`src/rtl/sram_buf_pkg.sv`:
```
// Shared types for the banked packet buffer. Used by the write controller,
// the read-side scheduler and the free-list manager.
package sram_buf_pkg;

  localparam int DEF_NRAMWIDTH = 5;
  localparam int DEF_AWIDTH    = 13;
  localparam int DEF_BLKWIDTH  = 6;
  localparam int DEF_LENWIDTH  = DEF_BLKWIDTH + 1;
  localparam int BUFAWIDTH     = DEF_NRAMWIDTH + DEF_AWIDTH;

  // Full buffer address: {bank, per-bank word offset}
  typedef logic [BUFAWIDTH-1:0] buf_addr_t;

  // Packet descriptor handed to the read/scheduling side
  typedef struct packed {
    buf_addr_t                 addr;
    logic [DEF_LENWIDTH-1:0]   len;
    logic                      err;
  } pkt_desc_t;

  // Write controller states
  typedef enum logic [2:0] {
    ST_IDLE,
    ST_WAIT_SOP,
    ST_WRITE,
    ST_FLUSH,
    ST_DESC
  } wr_state_t;

endpackage

```
`src/rtl/sram_wr_ctrl.sv`:
```
// Write-side front end of the banked packet buffer. Takes one free block
// pointer per packet, writes the SOP/EOP framed word stream into consecutive
// words of that block through SRAM port A, then presents a descriptor.
//
// state       | meaning
// ------------+-----------------------------------------------------------
// ST_IDLE     | waiting for a free block pointer
// ST_WAIT_SOP | block held, discarding (and counting) words until a SOP
// ST_WRITE    | storing packet words at base + wcnt
// ST_FLUSH    | packet exceeded one block, absorbing words until EOP
// ST_DESC     | descriptor presented, waiting for desc_ready_in
module sram_wr_ctrl
  import sram_buf_pkg::*;
#(
  parameter int DWIDTH    = 32,
  parameter int NRAMWIDTH = DEF_NRAMWIDTH,
  parameter int AWIDTH    = DEF_AWIDTH,
  parameter int BLKWIDTH  = DEF_BLKWIDTH,
  parameter int LENWIDTH  = DEF_LENWIDTH
) (
  input  logic                          clk_in,
  input  logic                          rst_in,
  input  logic                          s_valid_in,
  output logic                          s_ready_out,
  input  logic [DWIDTH-1:0]             s_data_in,
  input  logic                          s_sop_in,
  input  logic                          s_eop_in,
  input  logic                          ptr_valid_in,
  output logic                          ptr_ready_out,
  input  logic [NRAMWIDTH+AWIDTH-1:0]   ptr_in,
  output logic                          sram_en_out,
  output logic                          sram_we_out,
  output logic [NRAMWIDTH+AWIDTH-1:0]   sram_addr_out,
  output logic [DWIDTH-1:0]             sram_d_out,
  output logic                          desc_valid_out,
  input  logic                          desc_ready_in,
  output logic [NRAMWIDTH+AWIDTH-1:0]   desc_addr_out,
  output logic [LENWIDTH-1:0]           desc_len_out,
  output logic                          desc_err_out,
  output logic [15:0]                   drop_cnt_out
);

  localparam int BW = NRAMWIDTH + AWIDTH;
  localparam logic [BW-1:0] BLK_MASK = {{(BW-BLKWIDTH){1'b0}}, {BLKWIDTH{1'b1}}};
  localparam logic [LENWIDTH-1:0] MAX_LEN = LENWIDTH'(1) << BLKWIDTH;

  wr_state_t             state_q, state_d;
  logic [BW-1:0]         base_q;
  logic [BLKWIDTH-1:0]   wcnt_q, wcnt_d;
  logic [LENWIDTH-1:0]   len_q, len_d;
  logic                  err_q, err_d;
  logic                  wr_d;
  logic                  drop_d;
  logic                  s_fire;
  logic                  ptr_fire;
  logic                  wr_q;
  logic [BW-1:0]         wr_addr_q;
  logic [DWIDTH-1:0]     wr_data_q;
  logic [15:0]           drop_cnt_q;

  // Ready outputs decode the state; gated by reset so they drop immediately
  always_comb begin
    s_ready_out   = !rst_in && (state_q inside {ST_WAIT_SOP, ST_WRITE, ST_FLUSH});
    ptr_ready_out = !rst_in && (state_q == ST_IDLE);
    s_fire        = s_valid_in && s_ready_out;
    ptr_fire      = ptr_valid_in && ptr_ready_out;
  end

  // Next-state, word counter and descriptor field update
  always_comb begin
    state_d = state_q;
    wcnt_d  = wcnt_q;
    len_d   = len_q;
    err_d   = err_q;
    wr_d    = 1'b0;
    drop_d  = 1'b0;
    case (state_q)
      ST_IDLE: begin
        if (ptr_fire) begin
          wcnt_d  = '0;
          state_d = ST_WAIT_SOP;
        end
      end
      ST_WAIT_SOP: begin
        if (s_fire) begin
          if (s_sop_in) begin
            wr_d   = 1'b1;
            wcnt_d = BLKWIDTH'(1);
            err_d  = 1'b0;
            if (s_eop_in) begin
              len_d   = LENWIDTH'(1);
              state_d = ST_DESC;
            end else begin
              state_d = ST_WRITE;
            end
          end else begin
            drop_d = 1'b1;
          end
        end
      end
      ST_WRITE: begin
        if (s_fire) begin
          wr_d   = 1'b1;
          wcnt_d = wcnt_q + BLKWIDTH'(1);
          if (s_eop_in) begin
            len_d   = LENWIDTH'(wcnt_q) + LENWIDTH'(1);
            state_d = ST_DESC;
          end else if (wcnt_q == '1) begin
            // last word of the block without EOP: truncate the packet
            len_d   = MAX_LEN;
            err_d   = 1'b1;
            state_d = ST_FLUSH;
          end
        end
      end
      ST_FLUSH: begin
        if (s_fire && s_eop_in) state_d = ST_DESC;
      end
      ST_DESC: begin
        if (desc_ready_in) state_d = ST_IDLE;
      end
      default: state_d = ST_IDLE;
    endcase
  end

  // State and descriptor registers
  always_ff @(posedge clk_in or posedge rst_in) begin
    if (rst_in) begin
      state_q <= ST_IDLE;
      wcnt_q  <= '0;
      len_q   <= '0;
      err_q   <= 1'b0;
      base_q  <= '0;
    end else begin
      state_q <= state_d;
      wcnt_q  <= wcnt_d;
      len_q   <= len_d;
      err_q   <= err_d;
      if (ptr_fire) base_q <= ptr_in & ~BLK_MASK;
    end
  end

  // Port A strobe: one registered write per accepted packet word
  always_ff @(posedge clk_in or posedge rst_in) begin
    if (rst_in) begin
      wr_q      <= 1'b0;
      wr_addr_q <= '0;
      wr_data_q <= '0;
    end else begin
      wr_q <= wr_d;
      if (wr_d) begin
        wr_addr_q <= {base_q[BW-1:BLKWIDTH], wcnt_q};
        wr_data_q <= s_data_in;
      end
    end
  end

  // Saturating count of out-of-frame words dropped while waiting for SOP
  always_ff @(posedge clk_in or posedge rst_in) begin
    if (rst_in) begin
      drop_cnt_q <= '0;
    end else if (drop_d && (drop_cnt_q != 16'hFFFF)) begin
      drop_cnt_q <= drop_cnt_q + 16'd1;
    end
  end

  assign sram_en_out    = wr_q;
  assign sram_we_out    = wr_q;
  assign sram_addr_out  = wr_addr_q;
  assign sram_d_out     = wr_data_q;
  assign desc_valid_out = (state_q == ST_DESC);
  assign desc_addr_out  = base_q;
  assign desc_len_out   = len_q;
  assign desc_err_out   = err_q;
  assign drop_cnt_out   = drop_cnt_q;

endmodule

```
`config.mk`:
```
export PLATFORM = sky130hd
export DESIGN_NAME = sram_wr_ctrl
export DESIGN_NICKNAME = d
export VERILOG_FILES = /design/src/rtl/sram_buf_pkg.sv /design/src/rtl/sram_wr_ctrl.sv
export SDC_FILE = /design/constraint.sdc
export NUM_CORES = 1
export LEC_CHECK = 0
export CELL_PAD_IN_SITES_DETAIL_PLACEMENT = 1
export CELL_PAD_IN_SITES_GLOBAL_PLACEMENT = 2
export CORE_UTILIZATION = 30
export CTS_CLUSTER_SIZE = 10
export DETAILED_ROUTE_END_ITERATION = 8
export PLACE_DENSITY_LB_ADDON = 0.1
export SLEW_MARGIN = 20
export SYNTH_ARGS = -nofsm -noshare
export SYNTH_HDL_FRONTEND = slang
export SYNTH_SLANG_ARGS = --single-unit
```
`constraint.sdc`:
```
create_clock -name clk_in -period 6 [get_ports clk_in]
set_input_delay 0.9 -clock clk_in [delete_from_list [all_inputs] [get_ports clk_in]]
set_output_delay 0.9 -clock clk_in [all_outputs]
set_load 0.005 [all_outputs]
```
==> results.md, run 1 <==
- Critical Path RT: 6.23 ns
- Initial antenna violation count: 0
- Hold buffer count at CTS: 0
- Endpoints failing hold: 0
- IO Pins: 154
- DRC Markers: 0
- CTS tree: built
- Gate Count Post-Synth: 324
- Worst-path clk slew: 0.07 ns
- Crit Path Class: in2reg
- CTS resizes: 0
- P&R area growth vs syn: 44.7%
- Switch share: 0.276
- Clk network pwr share: 0.236
- Seq/Total Area, Yosys: 0.578
- Synth cell types: 40
- Number of synthesized flops with an enable pin: 0
- R2r setup slk: 3.10 ns
- Core area: 0.0134 mm²
- CTS root buf: clkbuf_16
- CTS Buf Count: 9
- Total gr overflow: 0
- DR iter-0 viols: 97
- GRT Util Overall: 0.150
- Main synth FF type: dfrtp_1
- Syn avg cell area: 12.8 µm²
- Min Tclk post-route: 3.40 ns
- Setup TNS: 0 ns
- Layout Utilization: 0.449
- PwrDens: 436 mW/mm²
- Comb power frac: 0.366
- Clk sink count: 96
- Post-DRT Antenna Nets: 0
- Max Cap Viol: 0
- Max Buffers Root-to-Sink: 2
- Static Leakage: 0.00253 µW
- Die Area: 0.0143 mm²
- Vias in the first global route: 3,108
- I/O Buffers: 141
- Htree depth: 3
- Arrival @ worst endpoint: 3.63 ns
- Clock Latency Late Sink: 0.34 ns
- GP Congestion: 0.713
- Initial Utilization: 0.310
- Largest net degree at the start of global routing: 63
- Final HPWL DP: 7250 µm
- Status: finished, final reports clean
- Synth Register Bits: 96
- Max Slew Vio Count: 0
- Mapped Area: 0.00416 mm²
- Clock skew: 0.00805 ns
- Share of layout cells above drive strength 1: 0.197
- Die height: 120 µm
- Design area: 0.00601 mm²
- Multi-input logic area: 0.00161 mm²
- # fillers: 1,450
- Peak VDD IR: 0.199 mV
- Period Utilization, post-route: 0.567
- Sequential cell area: 0.00240 mm²
- First-pass GRT wire length: 16,700 µm
- Final setup fails: 0
- Final WL: 9960 µm
- Placed instance area: 0.00569 mm²
- Flop pwr share: 0.398
- Crit Path Max Fanout: 29
- RSZ-0062 raised after global routing: no
- Int Pwr: 1900 µW
- Sw power: 724 µW
- Synth warn: 0
- Vias per inst: 4.60
- Async set-reset flop share out of synthesis: 1.00
- Diode count: 0
- Fmax: 294 MHz
- Slew HR: 0.364
- Vias: 2,960
- Row count: 42
- Post-layout nets: 522
- Worst Hold Class: reg2reg
- Critical Path Sink Type: register
- DRT Pass-1 Iters: 4
- Drt wl/cell: 15.5 µm
- WHS: 0.491 ns
- Die width: 120 µm
- Critical Path Start Type: primary input
- Setup bufs post-CTS: 0
- Slew @ Worst Pin: 0.951 ns
per-layer routing:
layer  global-route usage  part of all wire  vias to the layer above
met3               0.0423             0.057                       12
met1                0.189              0.43                     1473
met4               0.0656             0.017                        0
met2                0.240              0.49                       79
met5                    0                 0                        -
li1                     -                 -                     1396
cell usage in the layout (no fill, tap or decap), types with 4 or more instances in the layout:
cell	count
nand3_1	9
clkdlybuf4s50_1	141
nand4_1	8
o21ai_0	10
nor3_1	7
mux2_2	71
nand2_1	17
nor2_1	19
xnor2_1	9
xor2_1	7
nand2b_1	4
a21oi_1	5
inv_1	7
dfrtp_1	96
clkbuf_16	9
conb_1	6
cell usage after synthesis, types with 2 or more instances:
cell type / n / share of area
xnor2_1: 9 / 0.019
o21ai_0: 10 / 0.012
or2_2: 2 / 0.0030
o2bb2ai_1: 2 / 0.0042
nor4_1: 2 / 0.0030
buf_4: 12 / 0.022
a21oi_1: 5 / 0.0060
mux2_1: 2 / 0.0054
nor3_1: 7 / 0.0084
xor2_1: 7 / 0.015
clkbuf_1: 4 / 0.0036
and3_1: 3 / 0.0045
dfrtp_1: 96 / 0.58
o21a_1: 3 / 0.0054
mux2_2: 71 / 0.19
nand2_1: 17 / 0.015
nand3_1: 9 / 0.011
nand2b_1: 4 / 0.0060
nand4_1: 8 / 0.012
inv_1: 8 / 0.0072
or3b_1: 2 / 0.0042
nor2_1: 19 / 0.017
ha_1: 2 / 0.0060
buf_2: 3 / 0.0036
nor2b_1: 2 / 0.0030
critical path: stages:
cell and delay (ns):
clkdlybuf4s50_1 0.53, or3b_1 0.54, a21oi_4 0.77, buf_4 0.47
mux2_2 0.38
cell families (layout without fill, tap and decap cells):
group                    count (synthesis)  in the layout  share of synthesized area
XOR/XNOR                                16             16                     0.0337
other                                    1              6                   0.000902
adder cells (fa/ha/maj)                  2              2                    0.00602
flip-flops                              96             96                      0.578
multiplexers                            74             74                      0.200
buffers and inverters                   28            166                     0.0388
AND/OR/NAND/NOR                         79             79                     0.0981
AO/OA/AOI/OAI                           28             28                     0.0443
state kept, by name, summed over array words and instances, names as in the netlist:
name,cells
desc_addr_out,12
state_q,3
wcnt_q,6
sram_addr_out,18
sram_en_out,1
drop_cnt_out,16
sram_d_out,32
desc_len_out,7
desc_err_out,1
metrics by stage:
stage | worst slack, ns | cells | power, µW
5_1_grt | 2.42 | 643 | 2800
6_report | 2.60 | 643 | 2620
3_3_place_gp | 2.15 | 628 | 2010
4_1_cts | 2.56 | 643 | 2670
2_1_floorplan | 2.59 | 329 | 1450
3_5_place_dp | 2.18 | 628 | 2040
final timing paths:
check                                from        endpoint  cells after the start
min                        sram_d_out[27]  sram_d_out[27]                      1
max                                rst_in  sram_d_out[15]                      5
min in group asynchronous          rst_in      state_q[0]                      2
max in group asynchronous          rst_in       wcnt_q[0]                      3
min reg2reg                sram_d_out[27]  sram_d_out[27]                      1
max reg2reg                    state_q[2]  sram_d_out[15]                      4
power groups by stage:
stage	combinational [µW]	sequential (µW)	clock [µW]
after CTS	981	1050	645
final	959	1040	619
after floorplan	420	1030	0
after detailed placement	978	1060	0
after global routing	1040	1090	668
after global placement	965	1050	0
area by class of cell:
class                           count  share of cell area
Clock buffer                       11              0.0404
Clock inverter                      4              0.0129
Inverter                            8             0.00541
Multi-Input combinational cell    205               0.268
Sequential cell                    96               0.399
Tap cell                          176              0.0366
Timing Repair Buffer              143               0.237
(Power assumes the default switching activity.)
==> run 2: changes to the inputs <==
--- a/config.mk
+++ b/config.mk
@@ -7,7 +7,7 @@
 export LEC_CHECK = 0
 export CELL_PAD_IN_SITES_DETAIL_PLACEMENT = 1
 export CELL_PAD_IN_SITES_GLOBAL_PLACEMENT = 2
-export CORE_UTILIZATION = 30
+export CORE_UTILIZATION = 25
 export CTS_CLUSTER_SIZE = 10
 export DETAILED_ROUTE_END_ITERATION = 8
 export PLACE_DENSITY_LB_ADDON = 0.1
==> constraint.sdc (replaced) <==
create_clock -name clk_in -period 3.1 [get_ports clk_in]
set_input_delay 0.465 -clock clk_in [delete_from_list [all_inputs] [get_ports clk_in]]
set_output_delay 0.465 -clock clk_in [all_outputs]
set_load 0.005 [all_outputs]
==> run 2 against run 1 <==
Die area increased by 20%. Clock skew rose by 0.0048 ns. Total power grew 95%. Sequential cell count did not move. First-iteration DRC count down 2.1%. Highest routed layer unchanged. Clock power increased by 87%. Core utilization fell by 6.3 points. Non-clock buffer count rose by 10. Sequential share of layout area decreased by 1.1 points.
==> results.md, run 2 (same netlist as run 1, synthesis figures left out) <==
- Hold buffer count at CTS: 0
- Total gr overflow: 0
- Fmax: 425 MHz
- First-pass GRT wire length: 17,100 µm
- GP Congestion: 0.715
- Critical Path RT: 2.63 ns
- Design area: 0.00619 mm²
- CTS resizes: 0
- Vias in the first global route: 3,211
- Die Area: 0.0171 mm²
- Clock skew: 0.0129 ns
- DRC Markers: 0
- Critical Path Sink Type: primary output
- Diode count: 0
- CTS Buf Count: 9
- Place WS: 0.510 ns
- FF-to-FF End: drop_cnt_out[11]
- P&R area growth vs syn: 48.9%
- IO Pins: 154
- Commonest cells after routing, fill and taps aside: 141 x clkdlybuf4s50_1, 96 x dfrtp_1, 71 x mux2_2
- Min Tclk post-route: 2.35 ns
- Initial Utilization: 0.259
- Status: finished, final reports clean
- Clk sink count: 96
- CTS root buf: clkbuf_16
- Worst setup margin: 0.749 ns
- Crit Path Class: in2out
- Largest net degree at the start of global routing: 50
- Max Cap Viol: 0
- Endpoints failing hold: 0
- Drt wl/cell: 15.5 µm
- Hold Startpoint: desc_len_out[6]
- GRT Util Overall: 0.133
- Crit Path Max Fanout: 6
- Slew @ Worst Pin: 0.635 ns
- Post-layout nets: 532
- Critical Path Start Type: primary input
- Initial antenna violation count: 0
- Share of layout cells above drive strength 1: 0.215
- CTS tree: built
- Slew HR: 0.576
- Most common cell after layout, fill and taps aside: clkdlybuf4s50_1
- Arrival @ worst endpoint: 1.89 ns
- Worst Hold Class: reg2reg
- Worst-path clk slew: 0.07 ns
- Placed instance area: 0.00588 mm²
- Vias: 3,035
- R2r setup slk: 0.92 ns
- Final setup fails: 0
- Reg-to-Reg Start: state_q[2]
- Layout Utilization: 0.385
- Max Buffers Root-to-Sink: 2
- Largest register FFs: 32
- Row count: 46
- Htree depth: 3
- Post-DRT Antenna Nets: 0
- Core area: 0.0161 mm²
- Die width: 131 µm
- Period Utilization, post-route: 0.758
- Die height: 131 µm
- Max Slew Vio Count: 0
- DRT Pass-1 Iters: 3
- Final HPWL DP: 8040 µm
- Vias per inst: 4.37
- Setup bufs post-CTS: 0
- Power Total: 5110 µW
- Worst R2R Path Depth: 6
- DR iter-0 viols: 95
- Setup TNS: 0 ns
- Static Leakage: 0.00259 µW
- CP Launch Point: rst_in
- PwrDens: 825 mW/mm²
- RSZ-0062 raised after global routing: no
- Peak VDD IR: 0.356 mV
- I/O Buffers: 141
- Critical Path Sink: ptr_ready_out
- Final WL: 10,800 µm
- Clock Latency Late Sink: 0.35 ns
## run 2: changes by cell type in the layout (fill, tap and decap cells not counted), sizes merged
cell      change
buf          +10
clkinvlp      +1
bufinv        -1
inv           +1
## run 2: cell type report
cell class / count / area, µm²
inverter: 8 / 32.5
clock buffer: 11 / 243
clock inverter: 5 / 63.8
multi-input combinational: 205 / 1610
timing repair buffer: 153 / 1560
fill: 1696 / 9870
tap: 216 / 270
sequential: 96 / 2400
## run 2: worst max-delay path, stage by stage
cell             delay, ns
clkdlybuf4s50_1       0.41
buf_4                 0.17
nor4_1                0.27
clkdlybuf4s50_1       0.57
## run 2: through the flow
step | instances | hold slack (ns)
after global routing | 694 | 0.505
after detailed placement | 678 | 0.473
after floorplan | 329 | 0.466
after global placement | 678 | 0.466
after CTS | 694 | 0.490
final | 694 | 0.482
## run 2: how the worst min path moves through the flow
stage / end / slack, ns / depth (start not counted)
global placement: desc_len_out[6] / 0.47 / 2
global route: desc_len_out[6] / 0.51 / 2
CTS: desc_len_out[6] / 0.49 / 2
floorplan: desc_len_out[6] / 0.47 / 2
finish: desc_len_out[6] / 0.48 / 2
detailed placement: desc_len_out[6] / 0.47 / 2
## run 2: metal layers
layer  track usage  wire (µm)
met5             0          0
met4        0.0548        171
met3        0.0375        670
met2         0.220       5340
met1         0.161       4600
## run 2: power by group
group          switching [µW]  internal [µW]
clock                     502            656
combinational             642           1290
sequential                319           1700
==> run 3: changes to the inputs <==
==> constraint.sdc (replaced) <==
create_clock -name clk_in -period 2.05 [get_ports clk_in]
set_input_delay 0.3075 -clock clk_in [delete_from_list [all_inputs] [get_ports clk_in]]
set_output_delay 0.3075 -clock clk_in [all_outputs]
set_load 0.005 [all_outputs]
==> run 3 against run 2 <==
Cell count is 2.9% higher. Sequential cell count stayed put. Critical path depth is 1 higher. Sequential power is 46% higher. Clock-buffer cell count is 1 lower. Cell area is 2.7% higher. Routed wire length is 2.0% higher. Global-route usage is 0.72 points higher. Clock skew is 0.0064 ns lower. Clock power is 47% higher. Worst setup slack worse by 0.65 ns. Non-clock buffer count is 21 higher.
==> results.md, run 3 (same netlist as run 1, synthesis figures left out) <==
- Status: finished, final reports clean
- First-pass GRT wire length: 18,000 µm
- Ordered cell list for the critical path: buf_4 > nor2_4 > nand2_2 > inv_1 > clkdlybuf4s50_1
- CTS root buf: clkbuf_16
- DRC Markers: 0
- Max Slew Vio Count: 0
- Largest net degree at the start of global routing: 58
- Design area: 0.00635 mm²
- Post-Layout Cell Count: 714
- Endpoints failing hold: 0
- Hold buffer count at CTS: 0
- Post-layout nets: 553
- GRT Util Overall: 0.140
- CTS Buf Count: 9
- CTS tree: built
- Commonest cells after routing, fill and taps aside: 139 x clkdlybuf4s50_1, 95 x dfrtp_1, 71 x mux2_2
- Final setup fails: 0
- RSZ-0062 raised after global routing: no
- Post-DRT Antenna Nets: 0
- Crit Path Class: reg2out
- Placed instance area: 0.00596 mm²
- Max Buffers Root-to-Sink: 2
- Worst-path clk slew: 0.06 ns
- Critical Path RT: 1.74 ns
- P&R area growth vs syn: 52.8%
- Clk sink count: 96
- Die height: 131 µm
- Clk network pwr share: 0.217
- Slew HR: 0.650
- Comb power frac: 0.410
- Slowest cell on crit path: clkdlybuf4s50_1
- Vias: 3,091
- Drt wl/cell: 15.4 µm
- Flop pwr share: 0.373
- Total gr overflow: 0
- Slowest stage delay, CP: 0.50 ns
- Core area: 0.0161 mm²
- Slew @ Worst Pin: 0.525 ns
- Htree depth: 3
- Clock skew: 0.00646 ns
- Row count: 46
- I/O Buffers: 141
- Final WL: 11,000 µm
- DR iter-0 viols: 79
- Share of layout cells above drive strength 1: 0.261
- Peak VDD IR: 0.517 mV
- Switch share: 0.285
- Critical Path Start Type: register
- Arrival @ worst endpoint: 1.64 ns
- Crit Path Max Fanout: 4
- Fmax: 513 MHz
- Int Pwr: 5650 µW
- Largest register FFs: 32
- Sw power: 2250 µW
- Diode count: 0
- Period Utilization, post-route: 0.951
- IO Pins: 154
- Initial antenna violation count: 0
- Critical Path Sink Type: primary output
- Worst Hold Class: reg2reg
- Die Area: 0.0171 mm²
- Clock Latency Late Sink: 0.34 ns
- # fillers: 1,719
- Min Tclk post-route: 1.95 ns
- Max Cap Viol: 0
- Final HPWL DP: 8000 µm
- DRT Pass-1 Iters: 4
- Static Leakage: 0.00270 µW
- DP Cell Count: 694
- GP Congestion: 0.728
- Vias in the first global route: 3,423
- Most common cell after layout, fill and taps aside: clkdlybuf4s50_1
- Initial Utilization: 0.259
- Die width: 131 µm
- Vias per inst: 4.33
- PwrDens: 1240 mW/mm²
run 3: cell count changes in the layout (fill, tap and decap cells not counted), sizes merged:
cell           before  now
clkbuf             11   10
inv                10    9
clkinv              1    0
clkdlybuf4s50     141  139
clkinvlp            1    3
dlygate4sd2         0    1
dlymetal6s2s        0    1
buf                12   33
run 3: metal layers:
layer / GRT usage / part of all wire
met1: 0.162 / 0.40
met2: 0.242 / 0.52
met3: 0.0403 / 0.067
met4: 0.0548 / 0.014
met5: 0 / 0
run 3: path summary, 6_finish.rpt:
kind / from / to / slack [ns] / cells past startpoint
hold reg to reg: sram_d_out[25] / sram_d_out[25] / 0.49 / 1
min in group asynchronous: rst_in / state_q[1] / 0.65 / 5
hold / removal: sram_d_out[25] / sram_d_out[25] / 0.49 / 1
setup reg to reg: state_q[1] / drop_cnt_out[11] / 0.11 / 6
max in group asynchronous: rst_in / sram_d_out[20] / 0.93 / 5
setup / recovery: state_q[1] / desc_valid_out / 0.10 / 5
run 3: metrics by stage:
step                setup slack [ns]  total power [µW]  hold WS [ns]  utilization  setup TNS [ns]
finish                         0.101              7890         0.485        0.396               0
global route                 0.00535              8500         0.517        0.396               0
CTS                           0.0215              8080         0.491        0.394               0
detailed placement            -0.239              6170         0.476        0.371          -13.33
global placement              -0.216              6100         0.467        0.371          -12.54
floorplan                      0.257              4250         0.401            -               0
run 3: worst max-delay path, delay by kind of cell, from the launching register on:
kind / cells / cell delay (ns)
buf+inv: 3 / 0.71
flops: 1 / 0.41
simple gates: 2 / 0.18
run 3: power by group through the flow:
stage / registers (µW) / logic, µW / clock network (µW)
final: 2940 / 3240 / 1710
after global routing: 3060 / 3560 / 1890
after CTS: 2960 / 3300 / 1810
after detailed placement: 3000 / 3170 / 0
after global placement: 2960 / 3140 / 0
after floorplan: 3020 / 1230 / 0
run 3: area by class of cell:
| class | instances | area (µm²) | area share |
|---|---|---|---|
| tap | 216 | 270 | 0.0425 |
| sequential | 96 | 2400 | 0.378 |
| multi-input combinational | 205 | 1650 | 0.259 |
| timing repair buffer | 174 | 1700 | 0.267 |
| inverter | 8 | 33.8 | 0.00532 |
| clock inverter | 5 | 62.6 | 0.00985 |
| clock buffer | 10 | 239 | 0.0376 |
run 3: timing repair:
action,CTS,global route
gates resized for setup,8,5
cloned,0,0
setup endpoints to repair,3,4
pin swaps,1,1
setup buffers,5,0
